[src/rtl/gate_window_gen.sv]
// gate_window_gen: hit-triggered gate pulse with programmable delay, width and dead time
// Ports:
//   clk, rst               clock, synchronous active-high reset
//   hit_in                 synchronous hit level; a rising edge is a hit
//   dly_cfg/wid_cfg/dead_cfg  delay, width (0 acts as 1) and dead time, latched per hit
//   retrig_en              a hit during the gate restarts the width count
//   gate_out, busy         registered gate and non-idle indication
//   hit_lost               one-cycle pulse for a hit that could not be served
//   acc_cnt, lost_cnt      saturating accepted/lost hit counters
module gate_window_gen #(
    parameter int TW = 8,
    parameter int CW = 16
) (
    input  logic          clk,
    input  logic          rst,
    input  logic          hit_in,
    input  logic [TW-1:0] dly_cfg,
    input  logic [TW-1:0] wid_cfg,
    input  logic [TW-1:0] dead_cfg,
    input  logic          retrig_en,
    output logic          gate_out,
    output logic          busy,
    output logic          hit_lost,
    output logic [CW-1:0] acc_cnt,
    output logic [CW-1:0] lost_cnt
);
    typedef enum logic [1:0] {IDLE, DELAY, GATE, DEAD} state_t;
    state_t state, nextState;
    // cnt holds remaining cycles in the current state minus one
    logic [TW-1:0] cnt, nextCnt, widLat, nextWidLat, deadLat, nextDeadLat, widEff;
    logic hitQ, hitEdge, accept, lose;
    assign widEff = (wid_cfg == '0) ? TW'(1) : wid_cfg;
    // hitQ resets to 1 so a level already high at reset release is not an edge
    assign hitEdge = hit_in & ~hitQ;
    always_comb begin
        nextState = state;
        nextCnt = cnt;
        nextWidLat = widLat;
        nextDeadLat = deadLat;
        accept = 1'b0;
        lose = 1'b0;
        case (state)
            IDLE: if (hitEdge) begin
                accept = 1'b1;
                nextWidLat = widEff;
                nextDeadLat = dead_cfg;
                nextState = (dly_cfg != '0) ? DELAY : GATE;
                nextCnt = (dly_cfg != '0) ? dly_cfg - TW'(1) : widEff - TW'(1);
            end
            DELAY: begin
                lose = hitEdge;
                nextState = (cnt == '0) ? GATE : DELAY;
                nextCnt = (cnt == '0) ? widLat - TW'(1) : cnt - TW'(1);
            end
            GATE: if (hitEdge && retrig_en) begin
                // retrigger takes priority, including on the final gate cycle
                accept = 1'b1;
                nextCnt = widEff - TW'(1);
            end else begin
                lose = hitEdge;
                nextState = (cnt != '0) ? GATE : (deadLat != '0) ? DEAD : IDLE;
                nextCnt = (cnt == '0) ? deadLat - TW'(1) : cnt - TW'(1);
            end
            DEAD: begin
                lose = hitEdge;
                nextState = (cnt == '0) ? IDLE : DEAD;
                nextCnt = cnt - TW'(1);
            end
            default: nextState = IDLE;
        endcase
    end
    always_ff @(posedge clk) begin
        if (rst) begin
            state <= IDLE;
            cnt <= '0;
            widLat <= '0;
            deadLat <= '0;
            hitQ <= 1'b1;
            gate_out <= 1'b0;
            busy <= 1'b0;
            hit_lost <= 1'b0;
            acc_cnt <= '0;
            lost_cnt <= '0;
        end else begin
            state <= nextState;
            cnt <= nextCnt;
            widLat <= nextWidLat;
            deadLat <= nextDeadLat;
            hitQ <= hit_in;
            gate_out <= (nextState == GATE);
            busy <= (nextState != IDLE);
            hit_lost <= lose;
            acc_cnt <= (accept && ~&acc_cnt) ? acc_cnt + CW'(1) : acc_cnt;
            lost_cnt <= (lose && ~&lost_cnt) ? lost_cnt + CW'(1) : lost_cnt;
        end
    end
endmodule

[config.mk]
export PLATFORM = sky130hd
export DESIGN_NAME = gate_window_gen
export DESIGN_NICKNAME = d
export VERILOG_FILES = /design/src/rtl/gate_window_gen.sv
export SDC_FILE = /design/constraint.sdc
export NUM_CORES = 1
export LEC_CHECK = 0
export BUFFER_PORTS_ARGS = -buffer_cell sky130_fd_sc_hd__buf_2
export CORE_MARGIN = 4
export CORE_UTILIZATION = 51
export DETAILED_ROUTE_END_ITERATION = 8
export GPL_ROUTABILITY_DRIVEN = 0
export PLACE_DENSITY = 0.72
export SLEW_MARGIN = 20
export SYNTH_ARGS = -nofsm -noshare
export SYNTH_HDL_FRONTEND = slang
export SYNTH_SLANG_ARGS = --single-unit
[constraint.sdc]
create_clock -name clk -period 4.1 [get_ports clk]
set_clock_uncertainty 0.1 [all_clocks]
set_input_delay 0.205 -clock clk [delete_from_list [all_inputs] [get_ports clk]]
set_output_delay 0.205 -clock clk [all_outputs]
set_load 0.005 [all_outputs]
==> flow_summary.json <==
{
  "status": "complete, no violations",
  "placed_area_um2": 3810,
  "drc_errors": 0,
  "ys_ff_latch": 62,
  "clkPwrFrac_pct": 32.9,
  "p_comb_share_pct": 23.8,
  "dp_hpwl_um": 6110,
  "critPathKind": "in2reg",
  "hold_class": "in2reg",
  "nets": 536,
  "rows": 29,
  "p_int_mw": 1.07,
  "setup_ws_ns": 1.53,
  "required_ns": 4.20,
  "cts_root_buf": "clkbuf_8",
  "wl_met1_um": 3910,
  "clkLatencyLatePin_ns": 0.33,
  "cts_buffers": 9,
  "cp_max_fo": 13,
  "slowest_stage": "a41oi_1",
  "die_y_um": 90.3,
  "vias": 3223,
  "worst_pin_slew_ns": 1.05,
  "startpoint_type": "input port",
  "coreArea_um2": 6460,
  "async_flop_share_pct": 0,
  "synth_edf_count": 0,
  "grt_max_degree": 61,
  "cpPeakStageDelay_ns": 0.84,
  "seq_area_frac_synth_pct": 35.9,
  "synth_commonest_cells": "nand2_1, dfxtp_1, nor2_1",
  "netSwitchingFraction_pct": 31.0,
  "grt_pass1_wl_um": 14400,
  "met2_length_um": 3730,
  "synth_top_cell_by_area": "dfxtp_1",
  "drtPass1Iterations": 5,
  "synth_area_leaders": "dfxtp_1, xor2_1, nand2_1",
  "p_leak_nw": 1.66,
  "fillers": 628,
  "synth_warnings": 0,
  "clockBufferDepth": 2,
  "power_frac_seq_pct": 43.2,
  "cap_violations": 0,
  "first_global_vias": 3086,
  "synth_cell_types": 50,
  "synth.most_common_cell": "nand2_1",
  "top_layer_used": "met4",
  "setup_viol": 0,
  "die_w_um": 90.3,
  "drive_gt1_share_pct": 18.5,
  "met3WireLength_um": 433,
  "holdWs_ns": 0.0195,
  "slew_viol_final": 0,
  "syn-instance-count": 432,
  "path_clk_slew_ns": 0.07,
  "ioPinCount": 63,
  "fin_tns_setup_ns": 0,
  "num_antenna_cells": 0,
  "synth_flop_cell": "dfxtp_1",
  "synth_area_um2": 3460,
  "drtIter0Drc": 341,
  "wl_um": 8250,
  "slew_headroom_pct": 29.1,
  "vias_per_cell": 5.56,
  "p_sw_mw": 0.482,
  "start_util_pct": 53.5,
  "critPathBufInv": 2,
  "min_period_ns": 2.57,
  "endpoint_kind": "register",
  "netlist.area_leader.share_pct": 35.9,
  "grt-ovfl-total": 0,
  "worstPathArrival_ns": 2.67,
  "grt_antenna_before_repair": 0,
  "port_buffers": 62,
  "clkSinkCount": 62,
  "hold_violations": 0,
  "syn-num-nets": 470,
  "synth.avg_cell_area_um2": 8.00,
  "p_per_area_nw_per_um2": 384,
  "design_area_um2": 4060,
  "cts_tree": "done",
  "ir_drop_mv": 0.201,
  "rsz0062_at_grt": "no",
  "gr-usage-all-layers_pct": 21.1,
  "period_share_pct": 62.6,
  "wl_per_cell_um": 14.2,
  "dieArea_um2": 8160,
  "fmax_mhz": 390,
  "syn_to_final_growth_pct": 17.3,
  "htree_levels": 3,
  "cpLargestDelayFamily": "compound AO/OA/AOI/OAI gates",
  "crit_chain": "dlygate4sd3_1, buf_2, and2b_1, o21ai_0, a41oi_1, and4_1, xnor2_1, nor2_1",
  "total_power_mw": 1.56,
  "postRouteAntennaNets": 0,
  "place_ws_ns": 1.66
}
==> worst paths after layout <==
| kind | slack (ns) | end | depth (start not counted) | start |
|---|---|---|---|---|
| hold / removal | 0.02 | deadLat[2] | 3 | dead_cfg[2] |
| setup / recovery | 1.53 | lost_cnt[11] | 8 | hit_in |
| setup reg to reg | 1.64 | lost_cnt[11] | 6 | state[1] |
| hold reg to reg | 0.39 | widLat[7] | 2 | widLat[7] |
==> per-stage QoR <==
step / cells / util [%]
2_1_floorplan: 432 / -
3_3_place_gp: 559 / 59.0
3_5_place_dp: 559 / 59.0
4_1_cts: 580 / 62.7
5_1_grt: 580 / 62.8
6_report: 580 / 62.8
==> area by class of cell <==
| cell class | count | area [um2] | area share (%) |
|---|---|---|---|
| well taps | 77 | 96.3 | 2.38 |
| clock buffers | 10 | 128 | 3.15 |
| flip-flops and latches | 62 | 1240 | 30.6 |
| clock inverters | 6 | 62.6 | 1.54 |
| repair buffers | 68 | 370 | 9.13 |
| inverters | 14 | 52.6 | 1.30 |
| multi-input cells | 343 | 2100 | 51.9 |
==> placed cells by master (no fill, tap or decap), drive strengths merged, types with 7 or more instances in the layout <==
cell	synthesis	layout
nor3	14	14
nand2	69	69
ha	10	10
mux2i	7	7
inv	14	14
xor2	30	30
dfxtp	62	62
xnor2	22	22
o21ai	7	7
a21oi	26	26
nor4	9	9
nor2	56	56
buf	5	63
nand4	11	11
a31oi	8	8
nand3	16	16
o22ai	8	8
clkbuf	8	10
==> flip-flops by register name, summed over array words and instances, names as in the netlist <==
| signal | flops |
|---|---|
| hit_lost | 1 |
| deadLat | 8 |
| cnt | 8 |
| widLat | 8 |
| state | 2 |
| gate_out | 1 |
| lost_cnt | 16 |
| busy | 1 |
| acc_cnt | 16 |
| hitQ | 1 |
==> worst min-delay path: cells and delay by family <==
family          cells  cell delay, ns
buf+inv             1            0.10
compound gates      1            0.05
simple gates        1            0.05
==> power by group through the flow <==
| stage | clock network (mW) | registers (mW) | logic [mW] |
|---|---|---|---|
| 6_report | 0.512 | 0.673 | 0.371 |
| 5_1_grt | 0.553 | 0.677 | 0.415 |
| 4_1_cts | 0.530 | 0.672 | 0.368 |
| 3_5_place_dp | 0 | 0.685 | 0.362 |
| 3_3_place_gp | 0 | 0.684 | 0.359 |
| 2_1_floorplan | 0 | 0.672 | 0.287 |
==> logic make-up after synthesis <==
logic type | Yosys count | share of synthesized area (%)
xor+xnor | 52 | 13.2
compound gates | 68 | 12.5
mux | 7 | 2.03
fa+ha+maj | 10 | 3.62
simple gates | 206 | 29.5
buf+inv | 27 | 3.19
flops | 62 | 35.9
==> routing by layer <==
| layer | vias up | global-route usage [%] |
|---|---|---|
| li1 | 1653 | - |
| met1 | 1454 | 29.0 |
| met2 | 100 | 32.1 |
| met3 | 16 | 3.67 |
| met4 | 0 | 9.57 |
| met5 | - | 0 |
==> timing repair <==
item                                   in CTS  in global routing
resized for setup                           0                  0
hold buffers                                5                  0
buffers inserted                            0                  0
endpoints found under the hold margin       5                  0
Power figures use the tool's default switching activity.
